File: config.mk
export PLATFORM = sky130hd
export DESIGN_NAME = fp_normalize_round
export DESIGN_NICKNAME = d
export VERILOG_FILES = /design/src/rtl/fp_pkg.sv /design/src/rtl/fp_rne_round.sv /design/src/rtl/fp_normalize_round.sv
export SDC_FILE = /design/constraint.sdc
export NUM_CORES = 1
export LEC_CHECK = 0
export CAP_MARGIN = 20
export CORE_MARGIN = 4
export CORE_UTILIZATION = 50
export CTS_CLUSTER_DIAMETER = 60
export DETAILED_ROUTE_END_ITERATION = 7
export PLACE_DENSITY = 0.76
export SLEW_MARGIN = 10
export SYNTH_ARGS = -nofsm -noshare
export SYNTH_HDL_FRONTEND = slang
export SYNTH_SLANG_ARGS = --single-unit
File: constraint.sdc
create_clock -name clk -period 3.96 [get_ports clk]
set_input_delay 0.396 -clock clk [delete_from_list [all_inputs] [get_ports clk]]
set_output_delay 0.396 -clock clk [all_outputs]
set_load 0.01 [all_outputs]
File: src/rtl/fp_pkg.sv
// Shared types and constants for the single-precision normalize/round datapath.
// Imported by the rounding sub-module and the stage top level.
package fp_pkg;

    localparam int EXP_W  = 8;
    localparam int FRAC_W = 23;
    localparam int GRS_W  = 3;
    localparam int MANT_W = FRAC_W + 1 + GRS_W;
    localparam int BIAS   = 127;

    localparam logic [EXP_W:0] EXP_MAX = 9'd255;

    typedef enum logic [1:0] {
        IDLE,
        NORM,
        ROUND,
        DONE
    } state_t;

    typedef struct packed {
        logic              sign;
        logic [EXP_W-1:0]  exp;
        logic [FRAC_W-1:0] frac;
    } fp32_t;

endpackage

File: src/rtl/fp_rne_round.sv
// Round-to-nearest-even on a normalized (or subnormal) 27-bit mantissa,
// packing the binary32 result with overflow and inexact flags.
module fp_rne_round
    import fp_pkg::*;
(
    input  logic              sign,
    input  logic [MANT_W-1:0] mant,
    input  logic [EXP_W:0]    exp,
    input  logic              subnormal,
    output fp32_t             result,
    output logic              overflow,
    output logic              inexact
);

    logic              up;
    logic [FRAC_W+1:0] sum;
    logic [EXP_W:0]    exp_r;
    logic [FRAC_W-1:0] frac;
    logic [EXP_W-1:0]  field;

    always_comb begin
        up    = mant[2] & (mant[3] | mant[1] | mant[0]);
        sum   = {1'b0, mant[MANT_W-1:GRS_W]} + {{(FRAC_W+1){1'b0}}, up};
        exp_r = exp + {{EXP_W{1'b0}}, sum[FRAC_W+1]};
        frac  = sum[FRAC_W+1] ? '0 : sum[FRAC_W-1:0];
        // A subnormal that rounds into bit 23 becomes the minimum normal
        if (subnormal && !sum[FRAC_W+1] && !sum[FRAC_W])
            field = '0;
        else
            field = exp_r[EXP_W-1:0];
        overflow = (exp_r >= EXP_MAX);
        if (overflow) begin
            result.sign = sign;
            result.exp  = '1;
            result.frac = '0;
        end else begin
            result.sign = sign;
            result.exp  = field;
            result.frac = frac;
        end
        inexact = (|mant[GRS_W-1:0]) | overflow;
    end

endmodule

File: src/rtl/fp_normalize_round.sv
// Post-add normalize-and-round stage: one left shift per cycle, then RNE,
// result held under a valid/ready handshake.
module fp_normalize_round
    import fp_pkg::*;
(
    input  logic              clk,
    input  logic              n_rst,
    input  logic              in_valid,
    output logic              in_ready,
    input  logic              in_sign,
    input  logic [EXP_W-1:0]  in_exp,
    input  logic              in_carry,
    input  logic [MANT_W-1:0] in_mant,
    output logic              out_valid,
    input  logic              out_ready,
    output logic [31:0]       out_result,
    output logic              out_overflow,
    output logic              out_inexact
);

    state_t            state, state_n;
    logic              sign, sign_n;
    logic [EXP_W:0]    exp, exp_n;
    logic [MANT_W-1:0] mant, mant_n;
    logic [MANT_W-1:0] shifted;
    logic              sub, sub_n;
    fp32_t             res, res_n;
    logic              ovf, ovf_n;
    logic              inx, inx_n;

    fp32_t             rnd_result;
    logic              rnd_overflow;
    logic              rnd_inexact;

    fp_rne_round u_round (
        .sign      (sign),
        .mant      (mant),
        .exp       (exp),
        .subnormal (sub),
        .result    (rnd_result),
        .overflow  (rnd_overflow),
        .inexact   (rnd_inexact)
    );

    always_ff @(posedge clk) begin
        if (!n_rst) begin
            state <= IDLE;
            sign  <= 1'b0;
            exp   <= '0;
            mant  <= '0;
            sub   <= 1'b0;
            res   <= '0;
            ovf   <= 1'b0;
            inx   <= 1'b0;
        end else begin
            state <= state_n;
            sign  <= sign_n;
            exp   <= exp_n;
            mant  <= mant_n;
            sub   <= sub_n;
            res   <= res_n;
            ovf   <= ovf_n;
            inx   <= inx_n;
        end
    end

    always_comb begin
        state_n = state;
        sign_n  = sign;
        exp_n   = exp;
        mant_n  = mant;
        sub_n   = sub;
        res_n   = res;
        ovf_n   = ovf;
        inx_n   = inx;
        shifted = {mant[MANT_W-2:0], 1'b0};
        unique case (state)
            IDLE: begin
                if (in_valid) begin
                    sign_n = in_sign;
                    sub_n  = 1'b0;
                    exp_n  = {1'b0, in_exp};
                    mant_n = in_mant;
                    if (in_carry) begin
                        mant_n  = {1'b1, in_mant[MANT_W-1:2], |in_mant[1:0]};
                        exp_n   = {1'b0, in_exp} + 9'd1;
                        state_n = ROUND;
                    end else if (in_mant == '0) begin
                        res_n.sign = in_sign;
                        res_n.exp  = '0;
                        res_n.frac = '0;
                        ovf_n   = 1'b0;
                        inx_n   = 1'b0;
                        state_n = DONE;
                    end else if (in_mant[MANT_W-1]) begin
                        state_n = ROUND;
                    end else begin
                        state_n = NORM;
                    end
                end
            end
            NORM: begin
                if (mant[MANT_W-1]) begin
                    state_n = ROUND;
                end else if (exp == 9'd1) begin
                    sub_n   = 1'b1;
                    state_n = ROUND;
                end else begin
                    // Leave as soon as the shift lands the hidden bit
                    mant_n = shifted;
                    exp_n  = exp - 9'd1;
                    if (shifted[MANT_W-1])
                        state_n = ROUND;
                end
            end
            ROUND: begin
                res_n   = rnd_result;
                ovf_n   = rnd_overflow;
                inx_n   = rnd_inexact;
                state_n = DONE;
            end
            DONE: begin
                if (out_ready)
                    state_n = IDLE;
            end
            default: state_n = IDLE;
        endcase
    end

    assign in_ready     = (state == IDLE);
    assign out_valid    = (state == DONE);
    assign out_result   = res;
    assign out_overflow = ovf;
    assign out_inexact  = inx;

endmodule

==> results.cfg <==
[logic_synthesis]
synth_area_um2 = 4420
yosysTopAreaCellShare_pct = 33.6
ys.warnings.count = 0
synth.net_count = 607
synth_most_common_cell = dfxtp_1
ys.flop_type = dfxtp_1
synthArstFlopShare_pct = 0
syn_avg_cell_area_um2 = 7.96
synth_area_leaders = dfxtp_1 34%, nor2_1 6.2%, mux2i_1 5.9%, a211oi_1 5.3%, xnor2_1 4.4%
synth_edf_count = 0
ys_types = 54
netlist_instances = 555
yosysTopAreaCell = dfxtp_1
ys_seq_area_share_pct = 33.6
synth_common_cells = 74 x dfxtp_1, 73 x nor2_1, 49 x nand2_1
synth_seq_cells = 74

[sta]
slew_headroom_pct = 40.2
fmax_ghz = 0.279
worstMarginPinSlew_ps = 898
skew_ps = 13.3
grt_setup_unrepaired = no
setup_viol = 0
post-route-period-util_pct = 90.4
drv_slew = 0
hold_violations = 0
finalSetupTns_ps = 0
finalCriticalPeriod_ps = 3580

[power]
p_leak_nw = 1.92
p_total_mw = 3.38
p_per_area_nw_per_um2 = 633
worst_ir_drop_vdd_mv = 0.514

[critical_path]
end_kind = flop
path_class = flop to flop
slowest_delay_ps = 550
critical_path.most_common_cell = ha_1
crit_chain = o31a_1, ha_1, ha_1, nand3_1, nor3_2, and3_1, ha_1, nand3_2, o21a_1, o2111a_1, or4b_4, or2_4, o21ai_0
cp_slowest_cell = or4b_4
start_kind = flop
crit_family = simple AND/OR/NAND/NOR gates
cp.arrival_ps = 3850
path_max_fanout = 15
cp_num_buf_inv = 0
critical_path_required_ps = 4230

[clock_tree]
htreeDepth = 3
cts_root_buf = clkbuf_8
cts_resized = 0
clock-sinks = 74
cts_hold_buf = 0
worstSkewPairLatency_ps = 350
numCtsBuffers = 9
clockBufferDepth = 2
path_clk_slew_ps = 70
cts_tree = done
post_cts_buffers = 0

[detailed_routing]
drt_iter0_markers = 409
drc = 0
via_per_inst = 5.96
routedWlPerCell_um = 16.3
first_pass_iters = 5
vias = 4286
ant_nets = 0
drt_wl_total_um = 11800

[die]
fp.coreArea_um2 = 8640
initial_core_util_pct = 51.1
num_io_pins = 77
die_h_um = 102
die_x_um = 102
rows = 34
die_area_um2 = 10400

[placement]
port_buffers = 76
gp_congestion = 0.891
hpwl_um = 8870

[global_routing]
grt_max_degree = 49
overflow = 0
grt_pass1_vias = 3852
grt_use_total_pct = 22.8
grt_pass1_wl_um = 19100
antenna_found_initial = 0

[cells_and_area]
antenna_cells = 0
regArea_um2 = 1480
final_nets = 660
final_util_pct = 61.8
layout-drive-gt1-share_pct = 6.87
area_growth_pct = 20.9
multi_input_area_um2 = 2710
n_fill_cell = 803

[job]
maxCapViolations = 0

[status]
outcome = finished, final reports clean

[min_path]
hp-class = flop to flop
[path summary, 6_finish.rpt]
kind,cells past startpoint,end,start,slack (ps)
setup / recovery,13,out_result[19],mant[0],380
hold / removal,2,out_result[25],out_result[25],450
hold reg to reg,2,out_result[25],out_result[25],450
setup reg to reg,13,out_result[19],mant[0],380
[per-stage QoR]
step	setup slack [ps]	cell area, um^2	instances	hold slack (ps)
floorplan	478	4420	555	436
global placement	509	5180	705	437
detailed placement	416	5180	705	443
CTS	399	5340	719	460
global route	76.5	5340	719	482
finish	380	5340	719	453
[cell families (layout without fill, tap and decap cells)]
kind of cell / Yosys count / after routing / synth area share, %
compound gates: 119 / 119 / 19.0
mux: 26 / 26 / 5.89
xor+xnor: 37 / 37 / 7.34
flops: 74 / 74 / 33.6
fa+ha+maj: 11 / 11 / 3.12
simple gates: 235 / 235 / 25.9
buf+inv: 53 / 109 / 5.24
[area by class of cell]
cell class              instances  share of cell area (%)
clock buffers                  11                    2.65
clock inverters                 3                   0.328
inverters                      11                   0.773
multi-input cells             428                    50.7
flip-flops and latches         74                    27.7
well taps                     108                    2.53
repair buffers                 84                    15.3
[cell usage in the layout (no fill, tap or decap), types with 4 or more instances in the layout]
| master | netlist | routed |
|---|---|---|
| nor2_1 | 73 | 73 |
| o41ai_1 | 4 | 4 |
| nand3_1 | 16 | 16 |
| a211oi_1 | 31 | 31 |
| clkbuf_8 | 0 | 10 |
| and3_1 | 8 | 8 |
| xor2_1 | 15 | 15 |
| nor4_1 | 10 | 10 |
| nor3_1 | 35 | 35 |
| clkdlybuf4s50_1 | 0 | 75 |
| nand4_1 | 15 | 15 |
| dfxtp_1 | 74 | 74 |
| nand2b_1 | 9 | 9 |
| nand2_1 | 49 | 49 |
| mux2i_1 | 26 | 26 |
| o21a_1 | 11 | 11 |
| a21oi_1 | 18 | 17 |
| o21ai_0 | 22 | 22 |
| buf_4 | 2 | 8 |
| o211ai_1 | 4 | 4 |
| o21ai_2 | 10 | 10 |
| inv_1 | 11 | 11 |
| ha_1 | 11 | 11 |
| xnor2_1 | 22 | 22 |
[worst min-delay path, cell delays in order (launching register included)]
cell and delay [ps]:
dfxtp_1 330, nand2_1 40, o21ai_0 50
[state kept, by name, summed over array words and instances, names as in the netlist]
name          flops
state             2
out_result       32
mant             27
exp               9
sign              1
out_overflow      1
out_inexact       1
sub               1
[power by group]
group	total, mW	switching, mW	internal [mW]
logic	1.64	0.990	0.655
registers	1.23	0.307	0.926
clock network	0.501	0.266	0.236
[metal layers]
| layer | vias to the layer above | track usage, % | share of wire, % |
|---|---|---|---|
| met5 | - | 0 | 0 |
| met4 | 0 | 5.95 | 1.4 |
| met3 | 15 | 3.14 | 8.1 |
| met2 | 195 | 35.1 | 44 |
| met1 | 1974 | 33.5 | 46 |
| li1 | 2102 | - | - |
No activity file was read; power rests on OpenSTA's default activity.
